File: src/rtl/vec_pkg.sv
// Shared definitions for the vector ALU sequencer.
//   - op_type codes (VV/VX/VI)
//   - ALU opcode constants
//   - sequencer state encoding
//   - sew_bits(): element width in bits from the vsew code
package vec_pkg;

    localparam logic [2:0] OP_VV = 3'b001;
    localparam logic [2:0] OP_VX = 3'b010;
    localparam logic [2:0] OP_VI = 3'b100;

    localparam logic [5:0] ALU_VADD = 6'b000000;
    localparam logic [5:0] ALU_VAND = 6'b001001;
    localparam logic [5:0] ALU_VOR  = 6'b001010;
    localparam logic [5:0] ALU_VXOR = 6'b001011;

    typedef enum logic [1:0] {
        S_IDLE = 2'd0,
        S_RUN  = 2'd1,
        S_DONE = 2'd2
    } seq_state_e;

    // 11 bits holds 8<<7, so out-of-range codes still produce a value that
    // the legality check can reject instead of wrapping.
    function automatic logic [10:0] sew_bits(input logic [2:0] vsew);
        return 11'd8 << vsew;
    endfunction

endpackage

File: src/rtl/vec_elem_cnt.sv
// Nested chunk/element counter for the vector ALU sequencer.
//   clk, resetn     : clock, async active-low reset
//   clr             : synchronous clear (held while the sequencer is idle)
//   en              : advance one chunk
//   cpe             : chunks per element
//   vl              : element count
//   chunk, elem     : current position
//   last_chunk/elem : current chunk is the last of its element / element is last
module vec_elem_cnt (
    input  logic       clk,
    input  logic       resetn,
    input  logic       clr,
    input  logic       en,
    input  logic [3:0] cpe,
    input  logic [9:0] vl,
    output logic [3:0] chunk,
    output logic [9:0] elem,
    output logic       last_chunk,
    output logic       last_elem
);

    assign last_chunk = (chunk == cpe - 4'd1);
    assign last_elem  = (elem == vl - 10'd1);

    always_ff @(posedge clk or negedge resetn) begin
        if (!resetn) begin
            chunk <= '0;
            elem  <= '0;
        end else if (clr) begin
            chunk <= '0;
            elem  <= '0;
        end else if (en) begin
            if (last_chunk) begin
                chunk <= '0;
                elem  <= last_elem ? 10'd0 : elem + 10'd1;
            end else begin
                chunk <= chunk + 4'd1;
            end
        end
    end

endmodule

File: src/rtl/vec_alu_seq.sv
// Sequencer for the lane-sliced vector ALU. Walks a vector instruction
// element by element and, within each element, LW-bit chunk by chunk,
// driving the ALU and capturing its result into the destination accumulator.
//   clk, resetn          : clock, async active-low reset
//   start                : launch strobe (only honoured in IDLE)
//   opcode/op_type/vsew/vl : command, latched at start
//   busy, done, err      : status; err is only meaningful with done
//   alu_*                : ALU control (run, latched command, chunk index/offset)
//   alu_vd               : ALU result, low LW bits valid
//   vd_out               : VLEN-bit destination accumulator
module vec_alu_seq
    import vec_pkg::*;
#(
    parameter int VLEN       = 128,
    parameter int LANE_WIDTH = 3
) (
    input  logic            clk,
    input  logic            resetn,
    input  logic            start,
    input  logic [5:0]      opcode,
    input  logic [2:0]      op_type,
    input  logic [2:0]      vsew,
    input  logic [9:0]      vl,
    output logic            busy,
    output logic            done,
    output logic            err,
    output logic            alu_run,
    output logic [5:0]      alu_opcode,
    output logic [2:0]      alu_op_type,
    output logic [2:0]      alu_vsew,
    output logic [9:0]      alu_index,
    output logic [3:0]      alu_in_reg_offset,
    input  logic [63:0]     alu_vd,
    output logic [VLEN-1:0] vd_out
);

    localparam int LW = 1 << LANE_WIDTH;
    localparam int IW = $clog2(VLEN);

    seq_state_e state_q;
    logic [9:0] vl_q;
    logic       err_q;

    // Legality of the incoming command, judged in the start cycle.
    logic [10:0] sew_in;
    logic [20:0] bits_in;
    logic        legal;
    assign sew_in  = sew_bits(vsew);
    assign bits_in = 21'(vl) * 21'(sew_in);
    assign legal   = (vsew <= 3'd3) && (sew_in >= 11'(LW)) && (bits_in <= 21'(VLEN));

    // Chunk walk for the latched command.
    logic [10:0] sew_q;
    logic [3:0]  cpe;
    logic [3:0]  chunk;
    logic [9:0]  elem;
    logic        last_chunk, last_elem;
    assign sew_q = sew_bits(alu_vsew);
    assign cpe   = 4'(sew_q >> LANE_WIDTH);

    vec_elem_cnt u_cnt (
        .clk        (clk),
        .resetn     (resetn),
        .clr        (state_q == S_IDLE),
        .en         (alu_run),
        .cpe        (cpe),
        .vl         (vl_q),
        .chunk      (chunk),
        .elem       (elem),
        .last_chunk (last_chunk),
        .last_elem  (last_elem)
    );

    // elem*SEW reaches 1023*64, so the index is formed wide and truncated.
    logic [16:0] idx_full;
    logic [IW-1:0] vd_idx;
    assign idx_full = (17'(elem) << ({1'b0, alu_vsew} + 4'd3)) + (17'(chunk) << LANE_WIDTH);
    assign vd_idx   = idx_full[IW-1:0];

    assign alu_run           = (state_q == S_RUN);
    assign alu_index         = alu_run ? idx_full[9:0] : 10'd0;
    assign alu_in_reg_offset = alu_run ? chunk : 4'd0;
    assign busy              = (state_q != S_IDLE);
    assign done              = (state_q == S_DONE);
    assign err               = done & err_q;

    logic unused_bits;
    assign unused_bits = ^{alu_vd[63:LW], idx_full[16:10]};

    always_ff @(posedge clk or negedge resetn) begin
        if (!resetn) begin
            state_q     <= S_IDLE;
            alu_opcode  <= '0;
            alu_op_type <= '0;
            alu_vsew    <= '0;
            vl_q        <= '0;
            err_q       <= 1'b0;
            vd_out      <= '0;
        end else begin
            unique case (state_q)
                S_IDLE: if (start) begin
                    alu_opcode  <= opcode;
                    alu_op_type <= op_type;
                    alu_vsew    <= vsew;
                    vl_q        <= vl;
                    err_q       <= !legal;
                    vd_out      <= '0;
                    state_q     <= (legal && vl != 10'd0) ? S_RUN : S_DONE;
                end
                S_RUN: begin
                    // ALU is combinational: capture this chunk's result now.
                    vd_out[vd_idx +: LW] <= alu_vd[LW-1:0];
                    if (last_chunk && last_elem) state_q <= S_DONE;
                end
                S_DONE:  state_q <= S_IDLE;
                default: state_q <= S_IDLE;
            endcase
        end
    end

endmodule

File: config.mk
export PLATFORM = sky130hd
export DESIGN_NAME = vec_alu_seq
export DESIGN_NICKNAME = d
export VERILOG_FILES = /design/src/rtl/vec_pkg.sv /design/src/rtl/vec_elem_cnt.sv /design/src/rtl/vec_alu_seq.sv
export SDC_FILE = /design/constraint.sdc
export NUM_CORES = 1
export LEC_CHECK = 0
export ABC_AREA = 1
export CAP_MARGIN = 10
export CORE_ASPECT_RATIO = 1.75
export CORE_UTILIZATION = 49
export DETAILED_ROUTE_END_ITERATION = 12
export PLACE_DENSITY = 0.86
export RECOVER_POWER = 100
export SYNTH_ARGS = -nofsm -noshare
export SYNTH_HDL_FRONTEND = slang
export SYNTH_SLANG_ARGS = --single-unit
File: constraint.sdc
create_clock -name clk -period 3.3 [get_ports clk]
set_input_delay 0.66 -clock clk [delete_from_list [all_inputs] [get_ports clk]]
set_output_delay 0.66 -clock clk [all_outputs]
set_load 0.005 [all_outputs]
==> results of run 1 <==
what timing repair did:
| action | CTS |
|---|---|
| gates resized for setup | 803 |
| endpoints found under the setup margin | 138 |
| pin swaps | 280 |
| cloned | 16 |
| setup buffers | 102 |
cell usage after synthesis (2+ instances only):
cell       count  area share (%)
xor2_1        23             1.5
nor4_1         4            0.18
ha_1          67             6.2
clkbuf_1      36             1.0
o21ai_1       36             1.3
or2_2          2           0.092
o22ai_1       12            0.55
nand2_4        3            0.25
nand3_1      188             6.9
fa_1          47             6.9
nand3b_1      10            0.55
nor2_2         5            0.23
buf_1         13            0.36
nand2_2        5            0.23
buf_4          5            0.28
xnor2_1        8            0.52
buf_2         25            0.92
nand2_1      574              16
nor3_1        20            0.74
nand4_1       66             3.0
nor2_1       203             5.6
o21ai_0      128             4.7
a21oi_1       50             1.8
dfrtp_1      167              31
o2111ai_1      3            0.19
o31ai_1        3            0.17
and2_1         3            0.14
o211ai_1      16            0.89
inv_2         10            0.28
o21ai_2        5            0.32
inv_1        207             5.7
nor2_4         5            0.42
or2_0          2           0.092
through the flow:
| step | utilization, % | instance area (sq um) |
|---|---|---|
| floorplan | - | 13840 |
| global placement | 66.19 | 18020 |
| detailed placement | 66.19 | 18020 |
| CTS | 82.67 | 22510 |
routing by layer:
metal	GRT overflow	GRT usage, %
met1	11	84.77
met3	9	73.62
met4	163	91.46
met5	1	37.79
met2	275	100.2
logic make-up after synthesis:
kind of cell | Yosys count | share of synthesized area (%)
compound gates | 259 | 10.39
xor+xnor | 33 | 2.326
fa+ha+maj | 114 | 13.13
buf+inv | 298 | 8.641
flops | 167 | 30.83
mux | 1 | 0.07386
simple gates | 1092 | 34.61
==> impl_metrics.env, run 1 <==
export IMPL_grt_max_degree=99
export IMPL_cts_sinks=167
export IMPL_die_w_microns=127.7
export IMPL_grt_worst_setup_endpoint="state_q[0]$_DFFE_PN0P_/D"
export IMPL_async_reset_ff_share_pct=100.0
export IMPL_outcome="aborted with a tool error"
export IMPL_seq_area_frac_synth_pct=30.83
export IMPL_io_buffers=190
export IMPL_start_util_pct=49.78
export IMPL_ys_warn_count=0
export IMPL_post_place_ws_ns=-2.935
export IMPL_cts_buffers=17
export IMPL_tool_error="[ERROR GRT-0232] Routing congestion too high. Check the congestion heatmap in the GUI."
export IMPL_fp_dieH_microns=222.0
export IMPL_grt_use_total_pct=86.46
export IMPL_routabilityCongestion=1.035
export IMPL_dp_cells=2711
export IMPL_postCtsHoldBufs=0
export IMPL_synthDistinctLibCells=46
export IMPL_dp_hpwl_mm=41.71
export IMPL_ys_seq_elements=167
export IMPL_ys_flop_type="dfrtp_1"
export IMPL_worstEndpointType="sequential cell input"
export IMPL_rows=80
export IMPL_grt_overflow_total=459
export IMPL_stop_stage="global routing"
export IMPL_synth_edf_count=0
export IMPL_syn_area_per_cell_sq_um=6.901
export IMPL_synthesis_nets=2167
export IMPL_synth_area_sq_um=13550
export IMPL_cts_root_buf="clkbuf_16"
export IMPL_h_tree_depth=4
export IMPL_synthCells=1964
export IMPL_ios=247
export IMPL_cts_buffer_depth=2
==> inputs of run 2 (changes only) <==
--- a/config.mk
+++ b/config.mk
@@ -7,10 +7,9 @@
 export LEC_CHECK = 0
 export ABC_AREA = 1
 export CAP_MARGIN = 10
-export CORE_ASPECT_RATIO = 1.75
-export CORE_UTILIZATION = 49
+export CORE_UTILIZATION = 35
 export DETAILED_ROUTE_END_ITERATION = 12
-export PLACE_DENSITY = 0.86
+export PLACE_DENSITY_LB_ADDON = 0.15
 export RECOVER_POWER = 100
 export SYNTH_ARGS = -nofsm -noshare
 export SYNTH_HDL_FRONTEND = slang
==> constraint.sdc (replaced) <==
create_clock -name clk -period 4.29 [get_ports clk]
set_input_delay 0.858 -clock clk [delete_from_list [all_inputs] [get_ports clk]]
set_output_delay 0.858 -clock clk [all_outputs]
set_load 0.005 [all_outputs]
==> run 2 against run 1 <==
- the flow now finishes, with violations (max-capacitance violations, max-slew violations, negative setup slack)
- synthesized cell count unchanged
- area after synthesis unchanged
==> impl_metrics.env, run 2 <==
export IMPL_outcome="complete, but fails checks"
export IMPL_violations="max-capacitance violations, max-slew violations, negative setup slack"
export IMPL_r2r_slack_ns=-0.23
export IMPL_final_util_pct=47.43
export IMPL_cts_buffer_depth=2
export IMPL_drt_iter0_markers=1080
export IMPL_antenna_left=0
export IMPL_cp_common_cell="nand2_2"
export IMPL_routabilityCongestion=0.9558
export IMPL_avgRoutedWirePerCell_microns=18.58
export IMPL_fin_tns_setup_ns=-11.94
export IMPL_r2r_end="vd_out[49]"
export IMPL_fin_crit_sh_pct=122.1
export IMPL_cts_root_buf="clkbuf_16"
export IMPL_dp_hpwl_mm=39.45
export IMPL_h_tree_depth=4
export IMPL_crit_type="in2reg"
export IMPL_largest_register="vd_out"
export IMPL_ios=247
export IMPL_rr_startpoint="alu_vsew[0]"
export IMPL_crit_arrival_ns=5.56
export IMPL_postCtsHoldBufs=0
export IMPL_cp_required_ns=4.61
export IMPL_critPathSlowestCell="fa_1"
export IMPL_ys_warn_count=0
export IMPL_grt_use_total_pct=26.77
export IMPL_layout_common_cells="nand2_1 (539), inv_1 (186), nand3_1 (182), nor2_1 (181), dfrtp_1 (167)"
export IMPL_synth_edf_count=0
export IMPL_synthTopCellsByCount="nand2_1 (574), inv_1 (207), nor2_1 (203)"
export IMPL_synthCells=1964
export IMPL_grt_antenna_before_repair=0
export IMPL_layout_commonest_cell="nand2_1"
export IMPL_viasPerCell=5.136
export IMPL_max_slew_margin_rel_pct=-53.80
export IMPL_clkSlewWorstSetupHoldPaths_ns=0.06
export IMPL_cts_buffers=17
export IMPL_finalSetupViolCount=110
export IMPL_top_regs="vd_out: 128 flops, u_cnt.elem: 10 flops, vl_q: 10 flops"
export IMPL_synth_top_area_cell="dfrtp_1"
export IMPL_hold_viol_final=0
export IMPL_synthesis_nets=2167
export IMPL_p_leak_nw=9.052
export IMPL_ys_flop_type="dfrtp_1"
export IMPL_ys_seq_elements=167
export IMPL_worstMarginPinSlew_ns=2.307
export IMPL_grt_pass1_wl_mm=80.52
export IMPL_layout_drive_gt1_share_pct=14.45
export IMPL_grt_pass1_vias=13940
export IMPL_slew_viol_final=149
export IMPL_fin_skew_ns=0.01361
export IMPL_post_place_ws_ns=-2.088
export IMPL_rows=71
export IMPL_io_buffers=190
export IMPL_grt_overflow_total=0
export IMPL_syn_area_per_cell_sq_um=6.901
export IMPL_cts_tree="done"
export IMPL_cap_viol_max_count=2
export IMPL_cts_sinks=167
export IMPL_grt_max_degree=84
export IMPL_whs_ns=0.4681
export IMPL_seq_area_frac_synth_pct=30.83
export IMPL_fp_dieH_microns=198.8
export IMPL_cp_start_kind="primary input"
export IMPL_start_util_pct=35.81
export IMPL_fillerInstances=3937
export IMPL_async_reset_ff_share_pct=100.0
export IMPL_worst_setup_path_end_kind="flop"
export IMPL_die_area_sq_um=39510
export IMPL_firstDrtPassIters=5
export IMPL_fmax_ghz=0.1909
export IMPL_worst_slack_ns=-0.9485
export IMPL_yosysMostFrequentCell="nand2_1"
export IMPL_synth_area_leaders="dfrtp_1 (31%), nand2_1 (16%), fa_1 (6.9%)"
export IMPL_path_delay_family="adder cells"
export IMPL_hold_end="alu_op_type[2]"
export IMPL_slowest_delay_ns=0.55
export IMPL_hp_class="reg2reg"
export IMPL_min_path_cells=2
export IMPL_vias=14110
export IMPL_drc=0
export IMPL_die_w_microns=198.8
export IMPL_fin_crit_ns=5.238
export IMPL_fin_cells=2747
export IMPL_p_per_area_nw_per_um2=837.7
export IMPL_clock_latency_ns=0.45
export IMPL_netlist_area_leader_share_pct=30.83
export IMPL_ir_drop_v=0.0007686
export IMPL_reg2regPathDepth=20
export IMPL_synthDistinctLibCells=46
export IMPL_n_antenna_cell=0
export IMPL_core_sq_um=37840
export IMPL_dp_cells=2695
export IMPL_crit_fanout=6
export IMPL_crit_buf_inv=7
export IMPL_nets=2428
export IMPL_wirelength_mm=51.03
export IMPL_largest_register_ffs=128
export IMPL_syn2layout_area_growth_pct=32.43
export IMPL_synth_area_sq_um=13550
export IMPL_rsz0062_at_grt="yes"
export IMPL_hp_start="alu_op_type[2]"
run 2: per-layer routing:
| metal | GRT usage, % | vias up | routed length (microns) | share of wire, % |
|---|---|---|---|---|
| li1 | - | 6917 | - | - |
| met1 | 38.42 | 6765 | 24060 | 47 |
| met2 | 42.13 | 370 | 23280 | 46 |
| met3 | 3.628 | 56 | 2657 | 5.2 |
| met4 | 6.923 | 0 | 1034 | 2.0 |
| met5 | 0 | - | 0 | 0 |
run 2: cells by family (layout without fill, tap and decap cells):
| logic type | count (synthesis) | in the layout | synth area share [%] |
|---|---|---|---|
| simple gates | 1092 | 1092 | 34.61 |
| buf+inv | 298 | 570 | 8.641 |
| compound gates | 259 | 259 | 10.39 |
| flops | 167 | 167 | 30.83 |
| fa+ha+maj | 114 | 114 | 13.13 |
| xor+xnor | 33 | 33 | 2.326 |
| mux | 1 | 1 | 0.07386 |
run 2: worst max-delay path by stage:
stage,start,endpoint,slack [ns],cells past startpoint
finish,vsew[2],state_q[1],-0.95,30
global route,vsew[2],state_q[1],-1.16,30
CTS,vsew[2],state_q[1],-0.94,27
detailed placement,vsew[2],state_q[1],-2.09,29
global placement,vsew[2],state_q[1],-2.04,30
floorplan,vsew[2],state_q[1],-0.94,28
run 2: final cells by class:
type	count	area (sq um)	share of cell area, %
inverters	219	835.8	4.657
repair buffers	321	2920	16.27
well taps	511	639.4	3.562
multi-input cells	1499	8820	49.14
clock inverters	8	90.09	0.5019
clock buffers	22	464.2	2.586
flip-flops and latches	167	4179	23.28
run 2: what timing repair did:
action / 4_1_cts / 5_1_grt
gates resized for setup: 78 / 59
pin swaps: 49 / 28
buffers inserted: 11 / 11
endpoints found under the setup margin: 16 / 43
run 2: tightest hold or removal path, cell delays in order, from the launching register on:
cell and delay [ns]:
dfrtp_1 0.34, nand2_1 0.05, nand2_1 0.05
run 2: stage by stage:
step | power (mW) | cell area [sq um]
2_1_floorplan | 8.964 | 13760
3_3_place_gp | 13.02 | 16860
3_5_place_dp | 12.99 | 16860
4_1_cts | 14.66 | 17740
5_1_grt | 16.07 | 17950
6_report | 15.03 | 17950
run 2: report_power, final:
part | switching, mW | internal [mW] | leakage, nW
combinational | 8.74 | 2.93 | 6.50
sequential | 0.138 | 1.71 | 2.29
clock | 0.680 | 0.833 | 0.262
total | 9.56 | 5.48 | 9.05
Power figures use the tool's default switching activity.
==> inputs of run 3 (changes only) <==
--- a/config.mk
+++ b/config.mk
@@ -11,6 +11,7 @@
 export DETAILED_ROUTE_END_ITERATION = 12
 export PLACE_DENSITY_LB_ADDON = 0.15
 export RECOVER_POWER = 100
+export SKIP_LAST_GASP = 1
 export SYNTH_ARGS = -nofsm -noshare
 export SYNTH_HDL_FRONTEND = slang
 export SYNTH_SLANG_ARGS = --single-unit
==> run 3 against run 2 <==
- the flow still finishes with violations (max-capacitance violations, max-slew violations, negative setup slack)
- critical path depth stayed put
- sequential power is essentially flat
- non-clock buffer count stayed put
- clock-buffer cell count stayed put
- die area unchanged
- clock skew shrank 0.00094 ns
- via count is 0.11% higher
- global-route usage is essentially flat
- setup slack worse by 0.012 ns
- power decreased by 0.16%
- largest cell class unchanged
- highest routed layer unchanged
==> impl_metrics.env, run 3 (synthesis results as in run 2) <==
export IMPL_outcome="complete, but fails checks"
export IMPL_violations="max-capacitance violations, max-slew violations, negative setup slack"
export IMPL_clock_latency_ns=0.45
export IMPL_fin_tns_setup_ns=-12.65
export IMPL_wirelength_mm=51.01
export IMPL_total_power_mw=15.01
export IMPL_cts_tree="done"
export IMPL_crit_type="in2reg"
export IMPL_cts_buffers=17
export IMPL_cts_root_buf="clkbuf_16"
export IMPL_firstDrtPassIters=5
export IMPL_grt_pass1_vias=13930
export IMPL_p_leak_nw=9.052
export IMPL_largest_register_ffs=128
export IMPL_clkSlewWorstSetupHoldPaths_ns=0.06
export IMPL_max_slew_margin_rel_pct=-53.90
export IMPL_worst_setup_path_end_kind="flop"
export IMPL_min_path_cells=2
export IMPL_worstMarginPinSlew_ns=2.308
export IMPL_core_sq_um=37840
export IMPL_grt_antenna_before_repair=0
export IMPL_cp_required_ns=4.61
export IMPL_fmax_ghz=0.1905
export IMPL_dp_cells=2695
export IMPL_r2r_slack_ns=-0.25
export IMPL_ir_drop_v=0.0007564
export IMPL_fin_crit_sh_pct=122.4
export IMPL_p_per_area_nw_per_um2=836.6
export IMPL_layout_common_cells="nand2_1 (540), inv_1 (186), nand3_1 (182), nor2_1 (181), dfrtp_1 (167)"
export IMPL_critPathSlowestCell="fa_1"
export IMPL_viasPerCell=5.142
export IMPL_drc=0
export IMPL_dp_hpwl_mm=39.45
export IMPL_vias=14120
export IMPL_fin_skew_ns=0.01267
export IMPL_start_util_pct=35.81
export IMPL_io_buffers=190
export IMPL_cp_start_kind="primary input"
export IMPL_fin_crit_ns=5.251
export IMPL_grt_use_total_pct=26.77
export IMPL_cap_viol_max_count=2
export IMPL_cts_sinks=167
export IMPL_n_antenna_cell=0
export IMPL_die_w_microns=198.8
export IMPL_ios=247
export IMPL_layout_drive_gt1_share_pct=14.36
export IMPL_crit_fanout=6
export IMPL_cts_buffer_depth=2
export IMPL_fin_cells=2747
export IMPL_nets=2428
export IMPL_grt_max_degree=84
export IMPL_syn2layout_area_growth_pct=32.39
export IMPL_layout_commonest_cell="nand2_1"
export IMPL_fp_dieH_microns=198.8
export IMPL_antenna_left=0
export IMPL_finalSetupViolCount=111
export IMPL_drt_iter0_markers=1061
export IMPL_cp_common_cell="nand2_2"
export IMPL_reg2regPathDepth=20
export IMPL_slew_viol_final=149
export IMPL_worst_slack_ns=-0.9606
export IMPL_h_tree_depth=4
export IMPL_top_regs="vd_out: 128 flops, u_cnt.elem: 10 flops, vl_q: 10 flops"
export IMPL_avgRoutedWirePerCell_microns=18.57
export IMPL_largest_register="vd_out"
export IMPL_die_area_sq_um=39510
export IMPL_crit_arrival_ns=5.57
export IMPL_hold_viol_final=0
export IMPL_grt_overflow_total=0
export IMPL_hp_class="reg2reg"
export IMPL_rows=71
export IMPL_grt_pass1_wl_mm=80.50
export IMPL_post_place_ws_ns=-2.088
export IMPL_routabilityCongestion=0.9558
export IMPL_fin_area_sq_um=17940
export IMPL_slowest_delay_ns=0.55
export IMPL_placed_area_sq_um=16860
export IMPL_rsz0062_at_grt="yes"
[run 3: worst paths after layout]
kind | start | endpoint
max | vsew[2] | state_q[1]
min | alu_op_type[2] | alu_op_type[2]
max reg2reg | alu_vsew[0] | vd_out[49]
min reg2reg | alu_op_type[2] | alu_op_type[2]
max in group asynchronous | resetn | vd_out[91]
min in group asynchronous | resetn | u_cnt.chunk[1]
[run 3: critical path: cells and delay by family]
family,cells,cell delay [ns]
compound gates,1,0.07
fa+ha+maj,6,2.59
buf+inv,7,0.55
simple gates,16,1.52
[run 3: report_power, final]
| group | total [mW] | internal (mW) | switching, mW |
|---|---|---|---|
| registers | 1.85 | 1.71 | 0.138 |
| clock network | 1.51 | 0.832 | 0.678 |
| logic | 11.6 | 2.93 | 8.72 |
| total | 15.0 | 5.48 | 9.53 |
[run 3: what timing repair did]
| item | in CTS | in global routing |
|---|---|---|
| endpoints found under the hold margin | 0 | 0 |
| pin swaps | 49 | 28 |
| setup endpoints to repair | 16 | 43 |
| buffers inserted | 11 | 11 |
| gates resized for setup | 77 | 58 |
| hold buffers | 0 | 0 |
| gates cloned | 0 | 0 |
[run 3: layer usage]
| layer | part of all wire (%) | track usage [%] | wire length (microns) | vias up |
|---|---|---|---|---|
| met5 | 0 | 0 | 0 | - |
| met4 | 1.9 | 6.923 | 981 | 0 |
| met2 | 46 | 42.10 | 23310 | 393 |
| li1 | - | - | - | 6919 |
| met3 | 5.4 | 3.628 | 2742 | 51 |
| met1 | 47 | 38.42 | 23970 | 6761 |
[run 3: cell type report]
cell class              count  area [sq um]
clock buffers              22         464.2
clock inverters             8         90.09
inverters                 219         835.8
well taps                 511         639.4
fillers                  3938         19900
repair buffers            321          2920
multi-input cells        1499          8813
flip-flops and latches    167          4179
[run 3: per-stage QoR]
step	util (%)	hold WS, ns
after CTS	46.86	0.4793
after global placement	44.55	0.4577
after detailed placement	44.55	0.4620
after global routing	47.41	0.5039
final	47.41	0.4681
after floorplan	-	0.4636
